`config.mk`:
```
export PLATFORM = sky130hd
export DESIGN_NAME = register_file_mp
export DESIGN_NICKNAME = d
export VERILOG_FILES = /design/src/rtl/register_file_mp.sv
export SDC_FILE = /design/constraint.sdc
export NUM_CORES = 2
export LEC_CHECK = 0
export CAP_MARGIN = 20
export CORE_MARGIN = 5
export CORE_UTILIZATION = 35
export CTS_BUF_LIST = sky130_fd_sc_hd__clkbuf_8
export DETAILED_ROUTE_END_ITERATION = 8
export PLACE_DENSITY = 0.49
export SETUP_SLACK_MARGIN = 0.5
export SYNTH_ARGS = -nofsm -noshare
export SYNTH_HDL_FRONTEND = slang
export SYNTH_HIERARCHICAL = 1
export SYNTH_SLANG_ARGS = --single-unit
```
`constraint.sdc`:
```
create_clock -name i_clock -period 2.85 [get_ports i_clock]
set_input_delay 0.4275 -clock i_clock [delete_from_list [all_inputs] [get_ports i_clock]]
set_output_delay 0.4275 -clock i_clock [all_outputs]
set_load 0.05 [all_outputs]
```
`src/rtl/register_file_mp.sv`:
```
// Multi-read-port register file with r0 hard-wired to zero and a valid/ready debug dump engine.
// Optional REGFILE_BYPASS_EN: write-through of the in-flight write onto matching read ports.

module register_file_mp_rd_port #(
    parameter int NB_DATA     = 32,
    parameter int N_REGISTERS = 32,
    parameter int NB_REGISTER = 5
) (
    input  logic [N_REGISTERS-1:0][NB_DATA-1:0] registers,
    input  logic [NB_REGISTER-1:0]              sel,
    input  logic                                clear,
    input  logic                                bypass_hit,
    input  logic [NB_DATA-1:0]                  bypass_data,
    output logic [NB_DATA-1:0]                  data
);
    always_comb begin
        data = registers[sel];
        if (clear)
            data = '0;
        else if (bypass_hit)
            data = bypass_data;
    end
endmodule

module register_file_mp #(
    parameter int NB_DATA      = 32,
    parameter int N_REGISTERS  = 32,
    parameter int NB_REGISTER  = 5,
    parameter int N_READ_PORTS = 2
) (
    input  logic                                 i_clock,
    input  logic                                 i_reset,
    input  logic                                 i_valid,
    input  logic [N_READ_PORTS*NB_REGISTER-1:0]  i_read_reg_sel,
    output logic [N_READ_PORTS*NB_DATA-1:0]      o_data_read_reg,
    input  logic [NB_REGISTER-1:0]               i_write_reg_sel,
    input  logic [NB_DATA-1:0]                   i_write_reg_data,
    input  logic                                 i_write_reg_enable,
    input  logic                                 i_dump_start,
    input  logic                                 i_dump_ready,
    output logic                                 o_dump_valid,
    output logic [NB_DATA-1:0]                   o_dump_data,
    output logic [NB_REGISTER-1:0]               o_dump_index,
    output logic                                 o_dump_busy,
    output logic                                 o_dump_done
);
    typedef enum logic [1:0] {IDLE, SEND, DONE} dump_state_t;

    localparam logic [NB_REGISTER-1:0] LAST_INDEX = NB_REGISTER'(N_REGISTERS - 1);

    logic [N_REGISTERS-1:0][NB_DATA-1:0] registers;
    logic                                write_en;

    // r0 is never written, so it stays at its reset value of zero
    assign write_en = i_valid && i_write_reg_enable && (i_write_reg_sel != '0);

    always_ff @(posedge i_clock) begin
        if (i_reset)
            registers <= '0;
        else if (write_en)
            registers[i_write_reg_sel] <= i_write_reg_data;
    end

    for (genvar k = 0; k < N_READ_PORTS; k++) begin : g_rd
        logic hit;
`ifdef REGFILE_BYPASS_EN
        assign hit = write_en && (i_read_reg_sel[k*NB_REGISTER +: NB_REGISTER] == i_write_reg_sel);
`else
        assign hit = 1'b0;
`endif
        register_file_mp_rd_port #(
            .NB_DATA     (NB_DATA),
            .N_REGISTERS (N_REGISTERS),
            .NB_REGISTER (NB_REGISTER)
        ) u_rd (
            .registers   (registers),
            .sel         (i_read_reg_sel[k*NB_REGISTER +: NB_REGISTER]),
            .clear       (i_reset),
            .bypass_hit  (hit),
            .bypass_data (i_write_reg_data),
            .data        (o_data_read_reg[k*NB_DATA +: NB_DATA])
        );
    end

    dump_state_t             state, state_next;
    logic [NB_DATA-1:0]      dump_data, dump_data_next;
    logic [NB_REGISTER-1:0]  dump_index, dump_index_next, index_inc;

    assign index_inc = dump_index + 1'b1;

    always_ff @(posedge i_clock) begin
        if (i_reset) begin
            state      <= IDLE;
            dump_data  <= '0;
            dump_index <= '0;
        end else begin
            state      <= state_next;
            dump_data  <= dump_data_next;
            dump_index <= dump_index_next;
        end
    end

    // Words are captured from the array at the load edge, so a same-edge write is not seen
    always_comb begin
        state_next      = state;
        dump_data_next  = dump_data;
        dump_index_next = dump_index;
        case (state)
            IDLE: begin
                if (i_dump_start) begin
                    dump_data_next  = registers[0];
                    dump_index_next = '0;
                    state_next      = SEND;
                end
            end
            SEND: begin
                if (i_dump_ready) begin
                    if (dump_index == LAST_INDEX) begin
                        state_next = DONE;
                    end else begin
                        dump_index_next = index_inc;
                        dump_data_next  = registers[index_inc];
                    end
                end
            end
            DONE:    state_next = IDLE;
            default: state_next = IDLE;
        endcase
    end

    assign o_dump_valid = (state == SEND);
    assign o_dump_busy  = (state != IDLE);
    assign o_dump_done  = (state == DONE);
    assign o_dump_data  = dump_data;
    assign o_dump_index = dump_index;
endmodule

```
==> reports/metrics.yaml <==
async_reset_ff_frac: 0
cpMostUsedCell: "buf_12"
overflow: 0
path_cells: "mux2i_2 -> a221oi_2 -> a31oi_2 -> a221oi_4 -> buf_12 -> buf_12"
violations: "setup timing"
rsz0062_at_grt: "yes"
max_slew.worst_pin.slew_ps: 1222
worst_slack_ps: -427.3
via_per_inst: 6.226
drive_above_1_share: 0.3775
ys.flop_type: "dfxtp_1"
p_leak_nw: 28.34
drtIter0Drc: 9017
status: "finished with violations"
cts.htree.levels: 4
yosys_warnings: 6
die_w_um: 438.0
netlist_area_mm2: 0.06411
final_util: 0.4621
start_util: 0.3509
die_h_um: 438.0
area_growth_pct: 31.67
p_switching_w: 0.01127
numCtsBuffers: 190
holdWs_ps: 74.90
vdd_ir_drop_max_mv: 0.4899
switching_share: 0.3089
synth_top_area_share: 0.3319
netlist_top_cells_area: "dfxtp_1, mux4_2, nand2_1"
finClkSkew_ps: 28.89
max_slew_margin: 0.1856
worstSetupEndpointType: "output port"
io_pins: 157
synth_seq_cells: 1063
syn_avg_cell_area_um2: 8.945
via_count: 63162
grt_pass1_wl_um: 449200
place_hpwl_um: 204600
grt_start_max_net_pins: 214
root_buffer: "clkbuf_8"
insertion_delay_ps: 990
intPower_w: 0.02523
cts_tree: "built"
clock_power_share: 0.417
critPathRequiredTime_ps: 2420
setup_tns_ps: -11220
hold_viol: 0
slowest_stage: "a221oi_4"
drv_slew: 0
grt_pass1_vias: 58886
cts.sinks: 1063
setup_viol: 64
coreArea_mm2: 0.1827
crit_fanout: 4
nets: 7653
synth-seq-area-share: 0.3319
rows: 157
seqPwrFrac: 0.412
synth_cell_type_count: 45
layout_worst_path_cycle_share: 1.150
cts.path.max_buffers: 3
criticalPathCategory: "reg -> out"
synth_top_area_cell: "dfxtp_1"
nFillCells: 17127
syn_inst: 7167
drt_pass1_iterations: 8
antenna_found_initial: 10
numPortBuffers: 156
startpoint_type: "flop"
critPathMaxStageDelay_ps: 560
grt_usage: 0.3216
p_per_area_mw_per_mm2: 432.4
dieArea_mm2: 0.1918
crit_arrival_ps: 2850
place_congestion: 0.9803
combPwrFrac: 0.170
drc: 0
wirelength_um: 325800
max_clock_freq_mhz: 305.1
rrSetupSlack_ps: 410
path_clk_slew_ps: 70
wl_per_cell_um: 32.11
ant_nets: 0
min_period_ps: 3277
synth_edf_count: 0
hold_class: "in -> reg"
cap_violations: 0
[cell families (layout without fill, tap and decap cells)]
| family | count (synthesis) | in the layout | share of synthesized area |
|---|---|---|---|
| AOI/OAI and AO/OA | 1550 | 1550 | 0.1479 |
| xor gates and xnor gates | 4 | 4 | 0.0006637 |
| adders and majority gates | 2 | 2 | 0.0003903 |
| buffers and inverters | 811 | 1391 | 0.05691 |
| DFF | 1063 | 1063 | 0.3319 |
| muxes | 1119 | 1119 | 0.3015 |
| other | 1 | 14 | 0.00005849 |
| and+or+nand+nor | 2617 | 2617 | 0.1607 |
[metal layers]
metal	up-vias	routed length, um	global-route usage
li1	26579	-	-
met3	849	41450	0.1035
met2	4350	141200	0.4751
met5	-	26	0.003528
met1	31380	125200	0.4257
met4	4	17890	0.1532
[layout make-up]
class	count	area, um2	area share
flip-flops and latches	1063	21890	0.2593
multi-input cells	5294	44090	0.5224
diodes	12	30.03	0.0003557
repair buffers	983	11260	0.1334
clock buffers	239	3289	0.03897
clock inverters	103	620.6	0.007352
well taps	2385	2984	0.03535
inverters	66	247.7	0.002935
[power groups by stage]
stage / registers [W] / logic [W] / clock network, W
final: 0.0151 / 0.00621 / 0.0152
after global routing: 0.0151 / 0.00634 / 0.0160
after CTS: 0.0151 / 0.00574 / 0.0153
after detailed placement: 0.0154 / 0.00518 / 0
after global placement: 0.0154 / 0.00518 / 0
after floorplan: 0.0155 / 0.00287 / 0
[cells in the mapped netlist, types with 5 or more instances]
| library cell | n |
|---|---|
| nand2b_1 | 8 |
| a211oi_1 | 66 |
| a221oi_2 | 62 |
| clkbuf_1 | 549 |
| buf_8 | 10 |
| nor2_1 | 175 |
| a22oi_1 | 66 |
| and2_1 | 5 |
| inv_1 | 66 |
| a31oi_1 | 64 |
| mux2i_1 | 385 |
| nand2_1 | 2213 |
| o22ai_1 | 32 |
| dfxtp_1 | 1063 |
| mux2_2 | 94 |
| nand3b_1 | 5 |
| a21o_1 | 33 |
| nor3_1 | 11 |
| o221ai_1 | 62 |
| nor2b_1 | 109 |
| buf_4 | 52 |
| o21a_1 | 32 |
| buf_2 | 101 |
| a21oi_1 | 1061 |
| mux4_2 | 640 |
| a221oi_1 | 66 |
| buf_1 | 15 |
| nand3_1 | 78 |
| buf_6 | 14 |
[placed cells by master (no fill, tap or decap), types with 30 or more instances in the layout]
| cell | Yosys | routed |
|---|---|---|
| nand2_1 | 2213 | 2187 |
| a21oi_1 | 1061 | 1060 |
| dfxtp_1 | 1063 | 667 |
| mux4_2 | 640 | 640 |
| buf_4 | 52 | 542 |
| dfxtp_2 | 0 | 351 |
| mux2i_1 | 385 | 299 |
| clkbuf_8 | 0 | 239 |
| buf_12 | 4 | 191 |
| nor2_1 | 175 | 138 |
| inv_1 | 66 | 125 |
| buf_6 | 14 | 90 |
| a221oi_4 | 0 | 74 |
| nor2b_1 | 109 | 65 |
| a211oi_2 | 0 | 56 |
| mux2_4 | 0 | 56 |
| a221oi_2 | 62 | 50 |
| a22oi_1 | 66 | 49 |
| mux2i_2 | 0 | 47 |
| clkdlybuf4s50_1 | 0 | 45 |
| dfxtp_4 | 0 | 45 |
| mux2i_4 | 0 | 39 |
| mux2_2 | 94 | 38 |
| nand3_2 | 0 | 36 |
| nor2b_4 | 0 | 35 |
| a21o_1 | 33 | 33 |
| o21a_1 | 32 | 32 |
| nor2_4 | 0 | 30 |
[stage by stage]
step	area (um2)	std cells	power, W	setup WS [ps]
2_1_floorplan	65280	7168	0.01836	366.3
3_3_place_gp	73680	9600	0.02058	-459.7
3_5_place_dp	73700	9601	0.02059	-354.8
4_1_cts	82110	10060	0.03615	-511.0
5_1_grt	84400	10141	0.03741	-482.4
6_report	84410	10145	0.03650	-427.3
[critical path: cells and delay by family, from the launching register on]
kind	cells	cell delay [ps]
AO/OA/AOI/OAI	3	1060
multiplexers	1	120
flip-flops	1	400
buffers and inverters	2	290
[timing repair]
action	CTS	global route
hold buffers	19	0
setup buffers	86	59
endpoints found under the hold margin	33	0
gates cloned	12	14
pin swaps	216	169
endpoints found under the setup margin	136	320
gates resized for setup	1010	348
[worst paths after layout]
kind | start | end | cells after the start
min | i_reset | registers[943] | 3
max reg2reg | o_dump_index[0] | o_dump_data[4] | 10
min reg2reg | registers[735] | registers[735] | 2
max | registers[846] | o_data_read_reg[46] | 6
[flip-flops by register name (all words and copies together), names as in the netlist]
| name | flops |
|---|---|
| o_dump_data | 32 |
| o_dump_index | 5 |
| registers | 1024 |
| state | 2 |
Note: power is estimated with default switching activity, not from simulation.
